<file path="src/rtl/lcd_byte_writer_pkg.sv">
// Shared types, HD44780 command constants and helpers for the character-LCD writer.
// The init ROM is packed LSB-first: entry 0 sits in bits [7:0].
package lcd_pkg;

    typedef enum logic [2:0] {
        ST_PWRUP     = 3'd0,
        ST_INIT_LOAD = 3'd1,
        ST_SETUP     = 3'd2,
        ST_EN_HI     = 3'd3,
        ST_HOLD      = 3'd4,
        ST_EXEC      = 3'd5,
        ST_IDLE      = 3'd6
    } lcd_state_e;

    localparam logic [7:0] LCD_FUNC_8B2L  = 8'h38;
    localparam logic [7:0] LCD_DISP_ON    = 8'h0C;
    localparam logic [7:0] LCD_CLEAR      = 8'h01;
    localparam logic [7:0] LCD_ENTRY_INC  = 8'h06;
    localparam logic [7:0] LCD_LINE2_ADDR = 8'hC0;

    localparam int unsigned LCD_INIT_LEN = 4;

    localparam logic [LCD_INIT_LEN*8-1:0] LCD_INIT_ROM =
        {LCD_ENTRY_INC, LCD_CLEAR, LCD_DISP_ON, LCD_FUNC_8B2L};

    // Clear (0x01) and return-home (0x02/0x03) need the long execution wait.
    function automatic logic is_long_cmd(input logic rs, input logic [7:0] data);
        return (!rs) && (data[7:2] == 6'd0) && (data != 8'd0);
    endfunction

    // A zero-length wait is stretched to one cycle so every state is visible.
    function automatic int unsigned cyc_or_one(input int unsigned n);
        return (n == 0) ? 1 : n;
    endfunction

    function automatic int unsigned max2(input int unsigned a, input int unsigned b);
        return (a > b) ? a : b;
    endfunction

endpackage

</file>
<file path="src/rtl/lcd_byte_writer_if.sv">
// Upstream byte handshake: the display formatter is the master, the LCD writer the slave.
interface lcd_byte_writer_if;
    logic       in_valid;
    logic       in_ready;
    logic       in_rs;
    logic [7:0] in_data;

    modport master (
        output in_valid,
        output in_rs,
        output in_data,
        input  in_ready
    );

    modport slave (
        input  in_valid,
        input  in_rs,
        input  in_data,
        output in_ready
    );
endinterface

</file>
<file path="src/rtl/lcd_byte_writer_delay_timer.sv">
// Reloadable down-counter shared by every timed state of the LCD writer.
// done is high while the count is zero; the owner loads N-1 on state entry.
module lcd_delay_timer #(
    parameter int unsigned          W         = 8,
    parameter logic [W-1:0]         RESET_VAL = '0
) (
    input  logic         clk,
    input  logic         srst,
    input  logic         i_load,
    input  logic [W-1:0] i_value,
    output logic         o_done
);

    logic [W-1:0] r_count;

    always_ff @(posedge clk) begin
        if (srst) begin
            r_count <= RESET_VAL;
        end else if (i_load) begin
            r_count <= i_value;
        end else if (r_count != '0) begin
            r_count <= r_count - 1'b1;
        end
    end

    assign o_done = (r_count == '0);

endmodule

</file>
<file path="src/rtl/lcd_byte_writer.sv">
// HD44780 8-bit write-only controller: power-up init, then one byte per
// valid/ready handshake with setup / enable / hold / execution timing.
module lcd_byte_writer
    import lcd_pkg::*;
#(
    parameter int unsigned SETUP_CYC = 8,
    parameter int unsigned EN_CYC    = 25,
    parameter int unsigned HOLD_CYC  = 4,
    parameter int unsigned EXEC_CYC  = 2000,
    parameter int unsigned LONG_CYC  = 82000,
    parameter int unsigned PWRUP_CYC = 750000
) (
    input  logic               CLOCK_50,
    input  logic               RST,
    lcd_byte_writer_if.slave   bus,
    output logic               init_done,
    output logic               LCD_ON,
    output logic               LCD_BLON,
    output logic               LCD_EN,
    output logic               LCD_RS,
    output logic               LCD_RW,
    output logic [7:0]         LCD_DATA
);

    localparam int unsigned MAX_CYC = max2(max2(max2(SETUP_CYC, EN_CYC), max2(HOLD_CYC, EXEC_CYC)),
                                           max2(LONG_CYC, PWRUP_CYC));
    localparam int unsigned TW      = $clog2(MAX_CYC) + 1;

    localparam logic [TW-1:0] SETUP_LD = TW'(cyc_or_one(SETUP_CYC) - 1);
    localparam logic [TW-1:0] EN_LD    = TW'(cyc_or_one(EN_CYC) - 1);
    localparam logic [TW-1:0] HOLD_LD  = TW'(cyc_or_one(HOLD_CYC) - 1);
    localparam logic [TW-1:0] EXEC_LD  = TW'(cyc_or_one(EXEC_CYC) - 1);
    localparam logic [TW-1:0] LONG_LD  = TW'(cyc_or_one(LONG_CYC) - 1);
    localparam logic [TW-1:0] PWRUP_LD = TW'(cyc_or_one(PWRUP_CYC) - 1);

    lcd_state_e r_state;
    lcd_state_e w_state_next;

    logic [1:0]    r_idx, w_idx_next;
    logic          r_init_done, w_init_done_next;
    logic          r_in_ready, w_in_ready_next;
    logic          r_lcd_en, w_lcd_en_next;
    logic          r_lcd_rs, w_lcd_rs_next;
    logic [7:0]    r_lcd_data, w_lcd_data_next;

    logic          w_accept;
    logic          w_timer_done;
    logic          w_timer_load;
    logic [TW-1:0] w_timer_value;

    assign w_accept = (r_state == ST_IDLE) && r_in_ready && bus.in_valid;

    lcd_delay_timer #(
        .W         (TW),
        .RESET_VAL (PWRUP_LD)
    ) u_timer (
        .clk     (CLOCK_50),
        .srst    (RST),
        .i_load  (w_timer_load),
        .i_value (w_timer_value),
        .o_done  (w_timer_done)
    );

    // State register together with the registered pin outputs.
    always_ff @(posedge CLOCK_50) begin
        if (RST) begin
            r_state     <= ST_PWRUP;
            r_idx       <= 2'd0;
            r_init_done <= 1'b0;
            r_in_ready  <= 1'b0;
            r_lcd_en    <= 1'b0;
            r_lcd_rs    <= 1'b0;
            r_lcd_data  <= 8'h00;
        end else begin
            r_state     <= w_state_next;
            r_idx       <= w_idx_next;
            r_init_done <= w_init_done_next;
            r_in_ready  <= w_in_ready_next;
            r_lcd_en    <= w_lcd_en_next;
            r_lcd_rs    <= w_lcd_rs_next;
            r_lcd_data  <= w_lcd_data_next;
        end
    end

    always_comb begin
        w_state_next = r_state;
        unique case (r_state)
            ST_PWRUP:     if (w_timer_done) w_state_next = ST_INIT_LOAD;
            ST_INIT_LOAD: w_state_next = ST_SETUP;
            ST_SETUP:     if (w_timer_done) w_state_next = ST_EN_HI;
            ST_EN_HI:     if (w_timer_done) w_state_next = ST_HOLD;
            ST_HOLD:      if (w_timer_done) w_state_next = ST_EXEC;
            ST_EXEC: begin
                if (w_timer_done) begin
                    if (r_init_done || (r_idx == 2'd3)) w_state_next = ST_IDLE;
                    else                                w_state_next = ST_INIT_LOAD;
                end
            end
            ST_IDLE:      if (w_accept) w_state_next = ST_SETUP;
            default:      w_state_next = ST_PWRUP;
        endcase
    end

    // The timer is reloaded on every state change with the new state's length.
    always_comb begin
        w_timer_load  = (w_state_next != r_state);
        w_timer_value = '0;
        unique case (w_state_next)
            ST_PWRUP: w_timer_value = PWRUP_LD;
            ST_SETUP: w_timer_value = SETUP_LD;
            ST_EN_HI: w_timer_value = EN_LD;
            ST_HOLD:  w_timer_value = HOLD_LD;
            ST_EXEC:  w_timer_value = is_long_cmd(r_lcd_rs, r_lcd_data) ? LONG_LD : EXEC_LD;
            default:  w_timer_value = '0;
        endcase
    end

    always_comb begin
        w_idx_next       = r_idx;
        w_init_done_next = r_init_done;
        w_lcd_rs_next    = r_lcd_rs;
        w_lcd_data_next  = r_lcd_data;
        w_lcd_en_next    = (w_state_next == ST_EN_HI);
        w_in_ready_next  = (w_state_next == ST_IDLE);

        if (r_state == ST_INIT_LOAD) begin
            w_lcd_rs_next   = 1'b0;
            w_lcd_data_next = LCD_INIT_ROM[{r_idx, 3'b000} +: 8];
        end

        if (w_accept) begin
            w_lcd_rs_next   = bus.in_rs;
            w_lcd_data_next = bus.in_data;
        end

        if ((r_state == ST_EXEC) && w_timer_done && !r_init_done) begin
            if (r_idx == 2'd3) w_init_done_next = 1'b1;
            else               w_idx_next       = r_idx + 2'd1;
        end
    end

    assign bus.in_ready = r_in_ready;
    assign init_done    = r_init_done;
    assign LCD_ON       = 1'b1;
    assign LCD_BLON     = 1'b1;
    assign LCD_EN       = r_lcd_en;
    assign LCD_RS       = r_lcd_rs;
    assign LCD_RW       = 1'b0;
    assign LCD_DATA     = r_lcd_data;

endmodule

</file>
<file path="src/flat_wrapper.sv">
// flat-port wrapper written by rule: the top's interface ports become plain ports
module lcd_byte_writer_flat import lcd_pkg::*;
#(
    parameter int unsigned SETUP_CYC = 8,
    parameter int unsigned EN_CYC    = 25,
    parameter int unsigned HOLD_CYC  = 4,
    parameter int unsigned EXEC_CYC  = 2000,
    parameter int unsigned LONG_CYC  = 82000,
    parameter int unsigned PWRUP_CYC = 750000
)
  (CLOCK_50, RST, init_done, LCD_ON, LCD_BLON, LCD_EN, LCD_RS, LCD_RW, LCD_DATA, bus_in_valid, bus_in_rs, bus_in_data, bus_in_ready);
  lcd_byte_writer_if bus_i ();
  input  logic CLOCK_50;
  input  logic RST;
  output logic init_done;
  output logic LCD_ON;
  output logic LCD_BLON;
  output logic LCD_EN;
  output logic LCD_RS;
  output logic LCD_RW;
  output logic [7:0] LCD_DATA;
  input wire logic [$bits(bus_i.in_valid)-1:0] bus_in_valid;
  input wire logic [$bits(bus_i.in_rs)-1:0] bus_in_rs;
  input wire logic [$bits(bus_i.in_data)-1:0] bus_in_data;
  output wire logic [$bits(bus_i.in_ready)-1:0] bus_in_ready;
  assign bus_i.in_valid = bus_in_valid;
  assign bus_i.in_rs = bus_in_rs;
  assign bus_i.in_data = bus_in_data;
  assign bus_in_ready = bus_i.in_ready;
  lcd_byte_writer #(.SETUP_CYC(SETUP_CYC), .EN_CYC(EN_CYC), .HOLD_CYC(HOLD_CYC), .EXEC_CYC(EXEC_CYC), .LONG_CYC(LONG_CYC), .PWRUP_CYC(PWRUP_CYC)) u_core (.CLOCK_50(CLOCK_50), .RST(RST), .bus(bus_i), .init_done(init_done), .LCD_ON(LCD_ON), .LCD_BLON(LCD_BLON), .LCD_EN(LCD_EN), .LCD_RS(LCD_RS), .LCD_RW(LCD_RW), .LCD_DATA(LCD_DATA));
endmodule
</file>
<file path="config.mk">
export PLATFORM = sky130hd
export DESIGN_NAME = lcd_byte_writer_flat
export DESIGN_NICKNAME = d
export VERILOG_FILES = /design/src/rtl/lcd_byte_writer_pkg.sv /design/src/rtl/lcd_byte_writer_if.sv /design/src/rtl/lcd_byte_writer_delay_timer.sv /design/src/rtl/lcd_byte_writer.sv /design/src/flat_wrapper.sv
export SDC_FILE = /design/constraint.sdc
export NUM_CORES = 1
export LEC_CHECK = 0
export CAP_MARGIN = 20
export CORE_MARGIN = 5
export CORE_UTILIZATION = 47
export DETAILED_ROUTE_END_ITERATION = 8
export GPL_ROUTABILITY_DRIVEN = 0
export PLACE_DENSITY = 0.72
export SYNTH_ARGS = -nofsm -noshare
export SYNTH_HDL_FRONTEND = slang
export SYNTH_SLANG_ARGS = --single-unit
</file>
<file path="constraint.sdc">
create_clock -name CLOCK_50 -period 2.74 [get_ports CLOCK_50]
set_input_delay 0.411 -clock CLOCK_50 [delete_from_list [all_inputs] [get_ports CLOCK_50]]
set_output_delay 0.411 -clock CLOCK_50 [all_outputs]
set_load 0.01 [all_outputs]
</file>
# Word-level counts from Yosys, hierarchy flattened
# Index checks and enable logic that the tools add are counted.
# totals
register_bits	38
latch_bits	0
ramBits	0
romBits	0
output_inout_bits	15
word_cells	60
n_memories	0
# classes
n_addsub	2
mul	0
n_div	0
magnitude_cmp	0
eq_ne	13
shifts	1
muxes	16
bitwise	1
reduce_logical	19
# ops
cell	n
21-bit one-hot mux with 5 select lines	1
21-bit two-way mux	2
32-bit by 6-bit indexed part select with 8-bit output (first input constant)	1
21-bit zero test	1
3-bit two-way mux	7
3-bit one-hot mux with 7 select lines	1
21-bit nonzero test	1
21-bit by 1-bit subtractor with 21-bit output (second input constant)	1
3-bit equality test (second input constant)	6
17-bit two-way mux	1
8-bit two-way mux	2
3-bit by 2-bit equality test with 1-bit output (second input constant)	4
8-bit nonzero test	1
1-bit logical AND	6
3-bit zero test	2
6-bit zero test	1
2-bit AND reduction	2
2-bit nonzero test	2
3-bit by 1-bit equality test with 1-bit output (second input constant)	1
3-bit != test	1
2-bit by 1-bit adder with 2-bit output (second input constant)	1
2-bit equality test (second input constant)	1
1-bit zero test	2
1-bit two-way mux	2
2 further kinds	2

# Logic depth before layout (Yosys ltp)
# depth
depth_word	8
ltp_mapped	10
depth_no_buf	8

# Modules after synthesis
# From an unflattened synthesis, not the netlist that was laid out.
# hier_totals
cells_unflattened	274
hier_area_um2	2272.2
# modules_own_cells
module	instances	cells_per_inst	area_each_um2	seq_area_each_um2
lcd_delay_timer	1	142	1207.4	420.4
lcd_byte_writer	1	132	1064.8	340.3

# Least setup slack after synthesis
# OpenSTA, ideal clock, no wires.
# synth_path
kind	register to register
from	register u_core.u_timer.r_count[0]
to	register u_core.u_timer.r_count[14]
t_arrival_ns	1.878
t_required_ns	2.619
path_slack_ns	0.741
stages_incl_launch_ff	11
synth_period_minus_slack_ns	1.999
path_cell_list	dfxtp_1 -> inv_1 -> ha_1 -> nor3b_2 -> and3_1 -> buf_2 -> nand2_2 -> buf_6 -> o211ai_4 -> mux2i_1 -> o21ai_1
# synth_between
elab_chain_cells	6
word_cells_on_any_way	19
classes_between	add/sub (1); eq/ne (5); mux (9); reduce/logical (4)
# synth_rtl
element	line	text
from (decl)	lcd_byte_writer_delay_timer.sv:14	logic [W-1:0] r_count;
from (signal assigned)	lcd_byte_writer_delay_timer.sv:20	r_count <= i_value;
from (signal assigned)	lcd_byte_writer_delay_timer.sv:22	r_count <= r_count - 1'b1;
21-bit zero test	lcd_byte_writer_delay_timer.sv:26	assign o_done = (r_count == '0);
3-bit two-way mux, on equally long branches	--	
3-bit one-hot mux with 7 select lines	lcd_byte_writer.sv:87	unique case (r_state)
3-bit equality test (tied with other cells)	lcd_byte_writer.sv:108	unique case (w_state_next)
21-bit one-hot mux with 5 select lines	lcd_byte_writer.sv:108	
21-bit two-way mux	lcd_byte_writer_delay_timer.sv:19	end else if (i_load) begin
# Several ways; a longest one is shown, not always the timed one. The select of a mux whose other input is x is not followed.
# A chain may end at the register's enable or synchronous reset.

# Worst setup path in the final report
# layout_path
from	register u_core.u_timer.r_count[0]
to	register u_core.u_timer.r_count[17]
# Same word-level chain as after synthesis.

==> results.json <==
{
  "syn_to_final_growth_pct": 18.2,
  "p_per_area_nw_per_um2": 401,
  "ant_nets": 0,
  "cts-resized-gates": 0,
  "synth-seq-cells": 38,
  "post-route-util": 0.570,
  "viasPerCell": 5.82,
  "finClkSkew_ns": 0.00352,
  "maxCapViolations": 0,
  "cts_setup_buffers": 0,
  "dp_hpwl_um": 3690,
  "fin_setup_tns_ns": 0,
  "drt-initial-drc-count": 129,
  "fin_crit_sh": 0.833,
  "synth_most_common_cell": "dfxtp_1",
  "cts_buffer_depth": 2,
  "grt_overflow_total": 0,
  "timing_worst_setup_path_type": "reg -> reg",
  "start_kind": "flop",
  "synthTopCellsByCount": "dfxtp_1, nor2_1, nand2_1, a21oi_1, nand3_1",
  "synth_edf_count": 0,
  "synth.cell_area_um2": 2100,
  "cts-root-buf": "clkbuf_8",
  "p_leak_nw": 0.872,
  "first_pass_iters": 4,
  "initial_core_util": 0.482,
  "cts_buffers": 5,
  "min_path_cells": 1,
  "core_um2": 4350,
  "ctsHoldBuffers": 0,
  "placed_cell_area_um2": 2390,
  "setup_viol": 0,
  "synth_area_leaders": "dfxtp_1, nor2_1, nand2_1",
  "synth_warnings": 0,
  "antenna_found_initial": 0,
  "drive_above_1_share": 0.108,
  "holdPathEnd": "u_core.u_timer.r_count[20]$_SDFFE_PP0P_",
  "synthDistinctLibCells": 58,
  "avgSynthCellArea_um2": 8.30,
  "synthCells": 253,
  "insertion_delay_ns": 0.28,
  "dieArea_um2": 5910,
  "cts_tree": "done",
  "hp-start": "u_core.u_timer.r_count[20]$_SDFFE_PP0P_",
  "pre_cts_slack_ns": 0.478,
  "rr_worst_depth": 8,
  "row_count": 24,
  "async_reset_ff_frac": 0,
  "fp.dieW_um": 76.9,
  "synth_top_cell_by_area": "dfxtp_1",
  "reg2reg_to": "u_core.u_timer.r_count[17]$_SDFFE_PP1P_",
  "finalHoldViolCount": 0,
  "period_needed_ns": 2.28,
  "h-tree-depth": 2,
  "grtUsageTotal": 0.174,
  "irDropWorstVdd_mv": 0.252,
  "synth_ff_type": "dfxtp_1",
  "cts.sinks": 38,
  "drv_slew": 0,
  "dp.cells": 323,
  "cp.arrival_ns": 2.47,
  "cp-end-kind": "flop",
  "num_io_pins": 27,
  "hold_class": "reg -> reg",
  "fp.dieH_um": 76.9,
  "reg2reg_setup_slack_ns": 0.46,
  "rsz0062_at_grt": "false",
  "grt_pass1_vias": 1829,
  "wire_per_inst_um": 15.0,
  "required_ns": 2.93,
  "final_cells": 331,
  "port-buffer-count": 23,
  "vias": 1925,
  "drc_errors": 0,
  "clock.fmax_ghz": 0.438,
  "grt_pass1_wl_um": 8510,
  "grt_max_degree": 14,
  "antennaDiodeCount": 0,
  "path_clk_slew_ns": 0.07,
  "synth_top_area_share": 0.362,
  "r2r-start": "u_core.u_timer.r_count[0]$_SDFFE_PP1P_",
  "fin_nets": 294,
  "seq_area_frac_synth": 0.362,
  "outcome": "finished, final reports clean",
  "cp_max_fo": 8,
  "wl_um": 4960,
  "final_area_um2": 2480,
  "timing.final.ws_setup_ns": 0.457
}
==> how the worst max path moves through the flow <==
stage / startpoint / end / slack, ns / depth (start not counted)
4_1_cts: u_core.u_timer.r_count[0]$_SDFFE_PP1P_ / u_core.u_timer.r_count[17]$_SDFFE_PP1P_ / 0.46 / 8
2_1_floorplan: u_core.u_timer.r_count[0]$_SDFFE_PP1P_ / u_core.u_timer.r_count[14]$_SDFFE_PP1P_ / 0.74 / 10
6_report: u_core.u_timer.r_count[0]$_SDFFE_PP1P_ / u_core.u_timer.r_count[17]$_SDFFE_PP1P_ / 0.46 / 8
3_5_place_dp: u_core.u_timer.r_count[0]$_SDFFE_PP1P_ / u_core.u_timer.r_count[17]$_SDFFE_PP1P_ / 0.48 / 8
3_3_place_gp: u_core.u_timer.r_count[0]$_SDFFE_PP1P_ / u_core.u_timer.r_count[17]$_SDFFE_PP1P_ / 0.52 / 8
5_1_grt: u_core.u_timer.r_count[0]$_SDFFE_PP1P_ / u_core.u_timer.r_count[17]$_SDFFE_PP1P_ / 0.27 / 8
==> logic make-up (layout without fill, tap and decap cells) <==
family	after synthesis	in the layout	share of synthesized area
compound gates	61	61	0.200
fa+ha+maj	4	4	0.0238
simple gates	103	103	0.266
other cells	2	3	0.00357
xor+xnor	18	18	0.0750
mux	3	3	0.0143
buf+inv	24	49	0.0560
flops	38	38	0.362
==> per-layer routing <==
| metal | global-route usage | vias to the layer above | wire [um] |
|---|---|---|---|
| met2 | 0.274 | 77 | 2210 |
| met1 | 0.227 | 887 | 2290 |
| li1 | - | 949 | - |
| met3 | 0.0504 | 12 | 367 |
| met5 | 0 | - | 0 |
| met4 | 0.0612 | 0 | 96 |
==> per-stage QoR <==
| step | hold slack, ns | power [mW] |
|---|---|---|
| 3_3_place_gp | 0.462 | 0.615 |
| 2_1_floorplan | 0.446 | 0.595 |
| 6_report | 0.478 | 0.995 |
| 4_1_cts | 0.479 | 0.997 |
| 3_5_place_dp | 0.465 | 0.616 |
| 5_1_grt | 0.489 | 1.03 |
==> cell usage in the layout, fill, tap and decap left out, drive strengths merged, types with 2 or more instances in the layout <==
master	n
dfxtp	38
nor2	26
nand2	25
clkdlybuf4s50	23
o21ai	18
a21oi	16
nand3	14
buf	11
xor2	10
nor3	8
xnor2	8
clkbuf	7
nor4	7
inv	6
nand4	6
and3	4
a21o	4
ha	4
a311oi	3
mux2i	3
conb	3
or4	3
nor2b	2
a22oi	2
o22ai	2
o31a	2
clkinv	2
a211oi	2
==> area by class of cell <==
cell class / instances / area, um2
fillers: 396 / 1870
repair buffers: 34 / 313
well taps: 52 / 65.1
flip-flops and latches: 38 / 761
clock buffers: 7 / 86.3
inverters: 7 / 26.3
clock inverters: 1 / 5.00
multi-input cells: 192 / 1230
==> power by group <==
group / total [mW] / switching (mW) / internal, mW
Combinational: 0.0436 / 0.0206 / 0.0231
Clock: 0.391 / 0.188 / 0.203
Sequential: 0.561 / 0.00469 / 0.556
Total: 0.995 / 0.213 / 0.782
==> registers in the layout, indices dropped and copies added, names as in the netlist <==
signal,count
u_core.LCD_RS,1
u_core.init_done,1
u_core.r_idx,2
u_core.LCD_EN,1
u_core.u_timer.r_count,21
u_core.r_state,3
u_core.bus.in_ready,1
u_core.LCD_DATA,8
==> worst max-delay path: stages (launching register included) <==
cell	delay, ns
dfxtp_1	0.33
inv_1	0.09
ha_1	0.17
nor3b_2	0.31
nand3_1	0.33
nor2_4	0.32
nand3_1	0.21
a22o_1	0.27
a21o_1	0.15
Note: power is estimated with default switching activity, not from simulation.
